--- src/rtl/s2mm_ring_sequencer.sv ---
// S2MM command sequencer: fixed-size write commands into a circular DDR buffer, tracks status and completed pointer.
// Optional S2MM_SEQ_ONESHOT_EN: stop after the last ring block until enable toggles 0->1.
module s2mm_ring_sequencer #(
  parameter logic [31:0] BASE_ADDR  = 32'h0000_0000,
  parameter logic [31:0] RING_BYTES = 32'h0010_0000,
  parameter logic [22:0] BTT        = 23'h00_1000,
  parameter int          MAX_OUT    = 2
) (
  input  logic        clk,
  input  logic        reset,
  input  logic        enable,
  output logic [71:0] cmd_tdata,
  output logic        cmd_tvalid,
  input  logic        cmd_tready,
  input  logic [7:0]  sts_tdata,
  input  logic        sts_tvalid,
  output logic        sts_tready,
  output logic [31:0] wr_ptr,
  output logic [31:0] blk_count,
  output logic [3:0]  outstanding,
  output logic        busy,
  output logic        err
);

  localparam logic [31:0] RING_END  = BASE_ADDR + RING_BYTES;
  localparam logic [31:0] LAST_BLK  = RING_END - {9'd0, BTT};
  localparam logic [3:0]  MAX_OUT_C = 4'(MAX_OUT);

  typedef enum logic [1:0] {IDLE, ISSUE, HALT} state_t;

  state_t      state, state_d;
  logic [31:0] next_addr;
  logic [3:0]  next_tag, exp_tag;
  logic [3:0]  out_d;
  logic        cmd_fire, sts_fire, sts_good, sts_bad;
  logic        can_issue, issue_start, halt_exit;
  logic        os_done, enable_q, en_rise;

  function automatic logic [31:0] ring_inc(input logic [31:0] a);
    logic [31:0] s;
    s = a + {9'd0, BTT};
    return (s == RING_END) ? BASE_ADDR : s;
  endfunction

  assign cmd_fire = cmd_tvalid & cmd_tready;
  assign sts_fire = sts_tvalid & sts_tready;
  // A status with nothing in flight is spurious and therefore never good.
  assign sts_good = sts_tdata[7] && (sts_tdata[6:4] == 3'b000) &&
                    (sts_tdata[3:0] == exp_tag) && (outstanding != 4'd0);
  assign sts_bad  = sts_fire & ~sts_good;
  assign en_rise  = enable & ~enable_q;
  assign busy     = (outstanding != 4'd0) | cmd_tvalid;

`ifdef S2MM_SEQ_ONESHOT_EN
  assign can_issue = enable & ~err & (outstanding < MAX_OUT_C) & ~os_done;
`else
  assign can_issue = enable & ~err & (outstanding < MAX_OUT_C);
`endif

  always_comb begin
    state_d     = state;
    issue_start = 1'b0;
    halt_exit   = 1'b0;
    case (state)
      IDLE:    if (can_issue) begin
                 state_d     = ISSUE;
                 issue_start = 1'b1;
               end
      ISSUE:   if (cmd_fire) state_d = IDLE;
      HALT:    if (!enable && outstanding == 4'd0 && !cmd_tvalid) begin
                 state_d   = IDLE;
                 halt_exit = 1'b1;
               end
      default: state_d = IDLE;
    endcase
    if (sts_bad) begin
      state_d     = HALT;
      issue_start = 1'b0;
      halt_exit   = 1'b0;
    end
  end

  always_comb begin
    out_d = outstanding;
    case ({cmd_fire, sts_fire})
      2'b10:   out_d = outstanding + 4'd1;
      2'b01:   if (outstanding != 4'd0) out_d = outstanding - 4'd1;
      default: out_d = outstanding;
    endcase
  end

  always_ff @(posedge clk or posedge reset) begin
    if (reset) begin
      state       <= IDLE;
      cmd_tvalid  <= 1'b0;
      cmd_tdata   <= '0;
      sts_tready  <= 1'b0;
      wr_ptr      <= BASE_ADDR;
      blk_count   <= '0;
      outstanding <= '0;
      err         <= 1'b0;
      next_addr   <= BASE_ADDR;
      next_tag    <= '0;
      exp_tag     <= '0;
      os_done     <= 1'b0;
      enable_q    <= 1'b0;
    end else begin
      state       <= state_d;
      sts_tready  <= 1'b1;
      enable_q    <= enable;
      outstanding <= out_d;

      // tdata is captured once on entry to ISSUE and held until the handshake.
      if (issue_start) begin
        cmd_tvalid <= 1'b1;
        cmd_tdata  <= {4'b0, next_tag, next_addr, 8'h00, 1'b1, BTT};
      end else if (cmd_fire) begin
        cmd_tvalid <= 1'b0;
      end

      if (cmd_fire) begin
        next_addr <= ring_inc(next_addr);
        next_tag  <= next_tag + 4'd1;
        if (cmd_tdata[63:32] == LAST_BLK) os_done <= 1'b1;
      end

      if (sts_fire) begin
        if (sts_good) begin
          exp_tag   <= exp_tag + 4'd1;
          blk_count <= blk_count + 32'd1;
          wr_ptr    <= ring_inc(wr_ptr);
        end else begin
          err <= 1'b1;
        end
      end

      if (os_done && en_rise) begin
        os_done   <= 1'b0;
        next_addr <= BASE_ADDR;
      end

      // Leaving HALT resynchronises tags; nothing is in flight at this point.
      if (halt_exit) begin
        err       <= 1'b0;
        next_addr <= BASE_ADDR;
        wr_ptr    <= BASE_ADDR;
        next_tag  <= '0;
        exp_tag   <= '0;
        os_done   <= 1'b0;
      end
    end
  end

endmodule

--- config.mk ---
export PLATFORM = sky130hd
export DESIGN_NAME = s2mm_ring_sequencer
export DESIGN_NICKNAME = d
export VERILOG_FILES = /design/src/rtl/s2mm_ring_sequencer.sv
export SDC_FILE = /design/constraint.sdc
export NUM_CORES = 1
export LEC_CHECK = 0
export CELL_PAD_IN_SITES_DETAIL_PLACEMENT = 2
export CELL_PAD_IN_SITES_GLOBAL_PLACEMENT = 2
export CORE_MARGIN = 2
export CORE_UTILIZATION = 33
export DETAILED_ROUTE_END_ITERATION = 7
export HOLD_SLACK_MARGIN = 0.02
export PLACE_DENSITY_LB_ADDON = 0.1
export SETUP_SLACK_MARGIN = 0.4
export SLEW_MARGIN = 20
export SYNTH_ARGS = -nofsm -noshare
export SYNTH_HDL_FRONTEND = slang
export SYNTH_SLANG_ARGS = --single-unit
--- constraint.sdc ---
create_clock -name clk -period 6.2 [get_ports clk]
set_input_delay 0.93 -clock clk [delete_from_list [all_inputs] [get_ports clk]]
set_output_delay 0.93 -clock clk [all_outputs]
set_load 0.01 [all_outputs]
==> metrics.yaml <==
critical_path:
  cell_family_with_most_cp_delay: "simple AND/OR/NAND/NOR gates"
  worstPathBufferInverterCount: 1
  worstPathArrival_ns: 3.40
  setup.worst_path.end_class: "flip-flop"
  crit_start: "sts_tdata[3]"
  cp_cell_sequence: "clkdlybuf4s50_1 -> xnor2_1 -> nand3_1 -> nor3_2 -> nand3_1 -> a21oi_1 -> o21ai_0 -> o41ai_1"
  timing.critical_path.slowest_stage_cell: "nand3_1"
  library_cell_appearing_most_often_on_the_critical_path: "nand3_1"
  r2r-start: "outstanding[3]$_DFFE_PP0P_"
  crit_path_max_fanout: 23
  timing.critical_path.slowest_cell_delay_ns: 0.72
  timing.setup.critical_path_class: "in -> reg"
  crit_path_start_kind: "input port"
  worst_ep_required_time_ns: 6.50
floorplan:
  core_region_area_um2: 19460
  fp.dieH_um: 144.8
  die_area_um2: 20950
  floorplan.initialDensity_pct: 33.59
  floorplan.io_pins: 157
  floorplan.rows: 51
  die_width_um: 144.8
clocking:
  clock_insertion_delay_worst_skew_ns: 0.42
  cts_setup_buffers: 0
  post_cts_resize_count: 0
  cts.path.max_buffers: 2
  cts_htree_levels: 4
  cts_tree: "done"
  cts_made_buffers: 17
  numClockSinks: 116
  cts.reportedPaths.clkPinSlew_ns: 0.05
  cts.hold.buffers_added: 0
  clockRootBuffer: "clkbuf_16"
yosys:
  synth-async-reset-ratio_pct: 100.0
  synthDominantAreaCellType: "dfrtp_1"
  synth.top_cells.by_area: "dfrtp_1, buf_4, xnor2_1, mux2_2, nand3_1"
  share_of_the_yosys_chip_area_belonging_to_registers_pct: 44.40
  synth_most_common_cell: "dfrtp_1"
  synthCells: 653
  synth-seq-cells: 116
  number_of_library_cell_types_mapped_by_synthesis: 64
  post_synth.cell_area_avg_um2: 10.01
  synth_top_area_share_pct: 44.40
  ys_warn_count: 0
  synth_common_cells: "dfrtp_1, buf_4, nand2_1"
  flip_flop_cell_with_the_highest_count_after_synthesis: "dfrtp_1"
  synth_edf_count: 0
  syn-cell-area_um2: 6538
finish:
  share_of_cells_above_drive_strength_1_pct: 12.12
  fin_util_pct: 42.08
  area_growth_syn_to_layout_pct: 25.26
  fillCellCount: 2092
  seqCellArea_um2: 2903
  antennaDiodeCount: 0
  num-nets-final: 768
  multi_input_comb_area_um2: 3247
grt:
  initial_antenna_violation_count: 0
  grt_start_max_net_pins: 73
  first_global_vias: 5454
  gr-total-overflow: 0
  global_route_wire_length_before_repair_mm: 30.38
  grt_util_all_layers_pct: 18.69
timing:
  finalSetupViolations: 0
  max-slew-margin-rel_pct: 34.60
  fin_worst_skew_ns: 0.008444
  timing.final.crit_share_pct: 49.99
  tns_ns: 0
  worstMarginPinSlew_ns: 0.9783
  max_transition_viols_final: 0
  layout_min_cycle_time_ns: 3.099
  clock.fmax_ghz: 0.3227
  rsz0062_at_grt: "no"
  report.final.hold_viol_count: 0
pwr:
  power_density_nw_per_um2: 270.8
  power.ir.vdd_worst_uv: 206.7
  power.leakage_nw: 3.618
routing:
  detailed_router_iteration_count_before_antenna_repair: 4
  detail_routed_net_length_per_standard_cell_um: 18.28
  via_count: 5074
  remaining_drc_errors: 0
  wl_mm: 18.72
  via_cell_ratio: 4.955
  drtAntennaViolNets: 0
  starting_drt_drc_count: 142
run:
  maxCapViolations: 0
place:
  port_buffers: 98
  place_hpwl_mm: 13.38
  place.gp.congestion: 0.7599
min_path:
  holdCritStartpoint: "blk_count[27]$_DFFE_PP0P_"
  min-delay-path-class: "reg -> reg"
run_status:
  outcome: "finished clean"
-- placed cells by master, fill, tap and decap left out, types with 9 or more instances in the layout --
master,netlist,final
o31ai_1,9,9
o21ai_0,25,25
and3_1,9,9
conb_1,2,59
mux2_2,25,25
nor4_1,11,11
clkdlybuf4s50_1,0,98
nor3_1,10,9
a21oi_1,17,17
clkbuf_16,0,17
nand4_1,21,21
inv_1,13,12
nand3_1,43,43
xnor2_1,46,46
xor2_1,23,23
dfrtp_1,116,116
nor2_1,54,53
nand2_1,57,57
-- through the flow --
step	std cells	setup WS [ns]	hold slack (ns)	cell area, um^2	total power (W)
3_3_place_gp	993	2.790	0.4672	7533	0.001129
6_report	1024	3.101	0.4850	8189	0.002218
4_1_cts	1024	3.096	0.4921	8189	0.002254
5_1_grt	1024	2.870	0.5232	8189	0.002314
3_5_place_dp	993	2.671	0.4795	7536	0.001143
2_1_floorplan	710	2.198	0.4662	6751	0.001042
-- power breakdown --
part	switching, W	internal [W]
registers	0.0000628	0.000797
logic	0.000146	0.000120
clock network	0.000359	0.000733
total	0.000568	0.00165
-- worst paths after layout --
path	to	cells after the start	slack [ns]
worst max-delay path	wr_ptr[27]$_DFFE_PP0P_	8	3.10
worst min-delay path	blk_count[27]$_DFFE_PP0P_	1	0.49
worst max register to register	next_addr[20]$_DFFE_PP0P_	6	3.45
worst min register to register	blk_count[27]$_DFFE_PP0P_	1	0.49
max in group asynchronous	wr_ptr[27]$_DFFE_PP0P_	3	3.98
min in group asynchronous	blk_count[30]$_DFFE_PP0P_	2	1.07
-- sequential cells by signal, indices dropped and copies added, names as in the netlist --
register and flops:
blk_count 32, cmd_tdata 25, cmd_tvalid 1, enable_q 1, err 1, exp_tag 4, next_addr 20, next_tag 4
os_done 1, outstanding 4, state 2, sts_tready 1, wr_ptr 20
-- cells by family after synthesis --
family | count (synthesis) | synth area share (%)
AOI/OAI and AO/OA | 77 | 7.464
adders and majority gates | 8 | 1.646
other | 2 | 0.1149
and+or+nand+nor | 256 | 22.79
DFF | 116 | 44.40
muxes | 28 | 4.766
buffers and inverters | 96 | 9.320
xor gates and xnor gates | 70 | 9.493
-- per-layer routing --
| metal | vias up | global-route usage (%) | wire length (um) |
|---|---|---|---|
| li1 | 2358 | - | - |
| met1 | 2619 | 23.33 | 7969 |
| met2 | 79 | 33.24 | 10060 |
| met3 | 18 | 2.994 | 464 |
| met4 | 0 | 5.519 | 225 |
| met5 | - | 0 | 0 |
-- final cells by class --
cell class | instances | area share, %
Clock buffer | 23 | 6.203
Clock inverter | 8 | 1.772
Inverter | 13 | 0.6264
Multi-Input combinational cell | 498 | 39.65
Sequential cell | 116 | 35.45
Tap cell | 265 | 4.049
Timing Repair Buffer | 101 | 12.25
No activity file was read; power rests on OpenSTA's default activity.
==> RTL edit 1, RTL diff (same settings) <==
`RING_BYTES`: 32'h0010_0000 -> 32'h00080000.
--- a/src/rtl/s2mm_ring_sequencer.sv
+++ b/src/rtl/s2mm_ring_sequencer.sv
@@ -4,3 +4,3 @@
   parameter logic [31:0] BASE_ADDR  = 32'h0000_0000,
-  parameter logic [31:0] RING_BYTES = 32'h0010_0000,
+  parameter logic [31:0] RING_BYTES = 32'h00080000,
   parameter logic [22:0] BTT        = 23'h00_1000,
Function: no difference found for any inputs over 4 cycles, from zero or initial values and one cycle with reset high; that may be too few to reach the edited logic, so the function may still have changed.
==> RTL edit 1 against the original RTL <==
- final area down 1.2%
- sequential cell count is the same
- worst setup slack got worse by 0.17 ns
- highest routed layer unchanged
- total power down 6.8%
- critical path type unchanged
- core utilization shrank 0.36 points
- count of clock-buffer cells in the layout shrank 6
- synthesized area down 0.33%
- routed wire length is 1.7% lower
==> RTL edit 1: results (changes against the original RTL) <==
Power
  – Clk pwr share: 49.3% (about the same)
  – VDD IR max: 0.185 mV (-10%)
  – Switching power: 0.552 mW (-2.8%)
  – Leakage: 3.54 nW (-2.1%)

Setup path
  – Crit-path max cell delay: 0.52 ns (-0.20 ns)
  – CP arrival: 3.57 ns (+0.17 ns)
  – Critical path's slowest cell: nor4_2
  – Worst-path maximum fanout: 4 (-83%)

Drt
  – Via count: 5,147 (+1.4%)
  – Routed length per instance: 17.9 microns (-2.0%)
  – Initial DRC count: 167 (+18%)

GRT
  – Vias in the first global route: 5,534 (+1.5%)
  – Global-route wire length before repair: 30.4 mm (+0.18%)
  – Total track usage: 18.8% (+0.088 points)
  – Largest net degree at the start of global routing: 75 (+2.7%)
  – Initial antenna violation count: 0 (unchanged)

Place
  – Hpwl dp: 13.1 mm (-2.4%)
  – Post-DP Area: 7480 sq um (-0.70%)
  – Gpl congestion: 0.801 (+5.4%)

Logic synthesis
  – Top post-synthesis cells by count: dfrtp_1, buf_4, nand2_1
  – Post-synth cell types: 63 (-1.6%)
  – Syn avg cell area: 9.83 sq um (-1.8%)
  – Post-synthesis sequential area ratio: 44.5% (+0.14 points)

STA
  – Clk_skew: 0.0121 ns (+0.00364 ns)
  – Relative slew margins: 32.4% (-2.2 points)

Status
  – Status: finished clean

Finish
  – Fin cells: 1,027 (+0.29%)
  – Share of cells above drive strength 1: 9.97% (-2.1 points)
  – Post-layout net count: 770 (+0.26%)

Clock tree
  – Max clock buf depth: 2 (unchanged)
RTL edit 1: cell count changes in the layout (fill, tap and decap cells not counted), sizes merged, moves of 3 or more:
cell | before | now
o21ai | 27 | 32
clkinv | 2 | 6
xnor2 | 46 | 39
or3 | 2 | 5
inv | 13 | 17
xor2 | 24 | 32
nand3 | 44 | 36
or4 | 0 | 3
o2111ai | 3 | 0
nand4 | 25 | 22
o31ai | 10 | 6
clkbuf | 23 | 17
RTL edit 1: power groups by stage:
stage                     registers [mW]  logic (mW)  clock network [mW]
after floorplan                    0.843       0.145                   0
after global placement             0.844       0.206                   0
after detailed placement           0.846       0.216                   0
after CTS                          0.833       0.220                1.04
after global routing               0.839       0.241                1.07
final                              0.832       0.216                1.02
RTL edit 1: layout make-up:
class                   instances  area [sq um]
clock buffers                  17           425
clock inverters                15           183
fillers                      2170         11300
inverters                      15          58.8
multi-input cells             499          3190
flip-flops and latches        116          2900
well taps                     265           332
repair buffers                100           996
RTL edit 1: path summary, 6_finish.rpt:
check | start | end | slack [ns] | cells after the start
worst max register to register | wr_ptr[12]$_DFFE_PP0P_ | wr_ptr[19]$_DFFE_PP0P_ | 3.45 | 8
worst min-delay path | blk_count[31]$_DFFE_PP0P_ | blk_count[31]$_DFFE_PP0P_ | 0.47 | 1
worst min register to register | blk_count[31]$_DFFE_PP0P_ | blk_count[31]$_DFFE_PP0P_ | 0.47 | 1
min in group asynchronous | reset | blk_count[27]$_DFFE_PP0P_ | 0.91 | 2
max in group asynchronous | reset | next_tag[3]$_DFFE_PP0P_ | 3.85 | 3
worst max-delay path | sts_tdata[5] | blk_count[28]$_DFFE_PP0P_ | 2.93 | 8
RTL edit 1: critical path: cells and delay by family:
kind                      cells  cell delay [ns]
and+or+nand+nor               6             2.06
xor gates and xnor gates      1             0.16
buffers and inverters         1             0.41
RTL edit 1: cell families (layout without fill, tap and decap cells):
kind of cell	count (synthesis)	count (layout)	share of synthesized area (%)
other	2	59	0.115
buffers and inverters	105	147	9.77
adders and majority gates	8	8	1.65
muxes	28	28	4.76
and+or+nand+nor	257	257	22.3
DFF	116	116	44.5
xor gates and xnor gates	71	71	9.54
AOI/OAI and AO/OA	76	76	7.28
RTL edit 1: per-layer routing:
layer  GRT usage, %  routed length, microns  vias up
met4           5.77                     250        0
met3           3.61                     545       19
met2           32.0                    9410      110
li1               -                       -     2355
met5              0                       0        -
met1           24.2                    8200     2663
==> RTL edit 2, RTL diff (same settings) <==
Made on the original files. Put one more register stage on the output `blk_count`. The value now appears one clock later. The other outputs are not delayed to match.
--- a/src/rtl/s2mm_ring_sequencer.sv
+++ b/src/rtl/s2mm_ring_sequencer.sv
@@ -29,2 +29,4 @@
   typedef enum logic [1:0] {IDLE, ISSUE, HALT} state_t;
+
+  logic [31:0] blk_count_s0;
 
@@ -98,3 +100,3 @@
       wr_ptr      <= BASE_ADDR;
-      blk_count   <= '0;
+      blk_count_s0 <= '0;
       outstanding <= '0;
@@ -129,3 +131,3 @@
           exp_tag   <= exp_tag + 4'd1;
-          blk_count <= blk_count + 32'd1;
+          blk_count_s0 <= blk_count_s0 + 32'd1;
           wr_ptr    <= ring_inc(wr_ptr);
@@ -153,2 +155,6 @@
 
+  always_ff @(posedge clk) begin
+    blk_count <= blk_count_s0;
+  end
+
 endmodule
Formal check against the unedited RTL: not equivalent (a bounded check fails within 4 cycles, from zero or initial values and one cycle with reset high).
==> RTL edit 2 against the original RTL <==
- total power is 6.6% higher
- worst setup slack lost 0.23 ns
- combinational power fell by 2%
- sequential cell count grew 32
- synthesized area increased by 8.8%
- clock power decreased by 5%
- routed wire length rose by 2.9%
- count of clock-buffer cells in the layout is 5 lower
- final area rose by 6.6%
- global-route usage fell by 0.96 points
- largest power group is now sequential cells
==> RTL edit 2: results (changes against the original RTL) <==
Place
  – Hpwl dp: 13.8 mm (+2.9%)
  – Dpl ws: 2.43 ns (-0.243 ns)
  – Post-DP Area: 8140 sq um (+8.1%)
  – Gpl congestion: 0.785 (+3.3%)

Setup path
  – FF-to-FF Start: outstanding[1]$_DFFE_PP0P_
  – Reg2Reg Setup Slack: 3.30 ns (-0.15 ns)
  – Cell family with most CP delay: simple AND/OR/NAND/NOR gates
  – Worst-path maximum fanout: 17 (-26%)
  – Worst r2r path cells: 7 (+1)
  – CP arrival: 3.64 ns (+0.24 ns)
  – Crit-path max cell delay: 0.52 ns (-0.20 ns)
  – Critical path's slowest cell: or4b_1

Finish
  – Share of cells above drive strength 1: 9.88% (-2.2 points)
  – Sequential cell area: 3540 sq um (+22%)
  – Ant diodes: 0 (unchanged)
  – Fin cells: 1,085 (+6.0%)
  – Post-layout net count: 818 (+6.5%)
  – Filler cell count: 2,289 (+9.4%)
  – Biggest regs: blk_count x32, blk_count_s0 x32, cmd_tdata x25

STA
  – Clk_skew: 0.00842 ns (-0.0000244 ns)
  – Relative slew margins: 38.6% (+4.0 points)
  – Worst Hold Slack: 0.399 ns (-0.0860 ns)

Power
  – Clk power: 1.04 mW (-5%)
  – VDD IR max: 0.198 mV (-4.1%)
  – Power per cell area: 271 nW/um^2 (about the same)
  – Seq pwr share: 45.1% (+6.3 points)
  – P_int: 1.70 mW (+2.9%)

Logic synthesis
  – Top cells by area, synth: dfrtp_1, dfxtp_1, buf_4, xnor2_1, mux2_2
  – Syn avg cell area: 10.1 sq um (+0.92%)
  – FFs w/ async S/R, synth: 78.4% (-22 points)
  – Synth warn: 0 (unchanged)
  – Post-synthesis sequential area ratio: 49.8% (+5.4 points)
  – Post-synth cell types: 62 (-3.1%)

Status
  – Status: finished clean

Worst hold path
  – Hold crit path type: flip-flop to flip-flop
  – Worst hold start: blk_count_s0[31]$_DFFE_PP0P_
  – Hold Path Depth: 0 (-1)
  – Worst Hold Endpoint: blk_count[31]$_DFF_P_

GRT
  – Global-route wire length before repair: 31.6 mm (+3.9%)
  – Largest net degree at the start of global routing: 71 (-2.7%)
  – Total track usage: 17.7% (-0.96 points)
  – Vias in the first global route: 5,805 (+6.4%)

Clock tree
  – Post-CTS Setup Repair Bufs: 0 (unchanged)
  – Clk pin slew, worst setup/hold paths: 0.07 ns (+0.02 ns)

Drt
  – Initial DRC count: 230 (+62%)
  – Pre-antenna DRT Iters: 6 (+2)
[RTL edit 2: per-layer routing]
layer | vias to the layer above | track usage, % | part of all wire (%)
li1 | 2497 | - | -
met1 | 2790 | 23.0 | 45
met3 | 21 | 3.37 | 2.9
met2 | 103 | 30.2 | 51
met4 | 0 | 5.09 | 1.3
met5 | - | 0 | 0
[RTL edit 2: cell families after synthesis]
group / after synthesis / share of synthesized area, %
AND/OR/NAND/NOR: 262 / 19.2
other: 2 / 0.106
adder cells (fa/ha/maj): 8 / 1.51
flip-flops: 148 / 49.8
AO/OA/AOI/OAI: 84 / 7.51
XOR/XNOR: 72 / 9.08
multiplexers: 27 / 4.22
buffers and inverters: 101 / 8.51
[RTL edit 2: final cells by class]
| type | count | area share [%] |
|---|---|---|
| flip-flops and latches | 148 | 40.6 |
| multi-input cells | 512 | 36.4 |
| repair buffers | 103 | 11.7 |
| clock buffers | 18 | 4.91 |
| well taps | 275 | 3.94 |
| clock inverters | 14 | 1.81 |
| inverters | 15 | 0.673 |
[RTL edit 2: worst max-delay path by stage]
| stage | startpoint | to | slack, ns | cells past startpoint |
|---|---|---|---|---|
| after floorplan | reset | blk_count_s0[0]$_DFFE_PP0P_ | 2.20 | 1 |
| after global placement | sts_tdata[5] | blk_count_s0[26]$_DFFE_PP0P_ | 2.55 | 9 |
| after detailed placement | sts_tdata[4] | wr_ptr[28]$_DFFE_PP0P_ | 2.43 | 8 |
| after CTS | sts_tdata[4] | wr_ptr[28]$_DFFE_PP0P_ | 2.87 | 8 |
| after global routing | sts_tdata[5] | blk_count_s0[25]$_DFFE_PP0P_ | 2.68 | 9 |
| final | sts_tdata[4] | blk_count_s0[29]$_DFFE_PP0P_ | 2.87 | 9 |
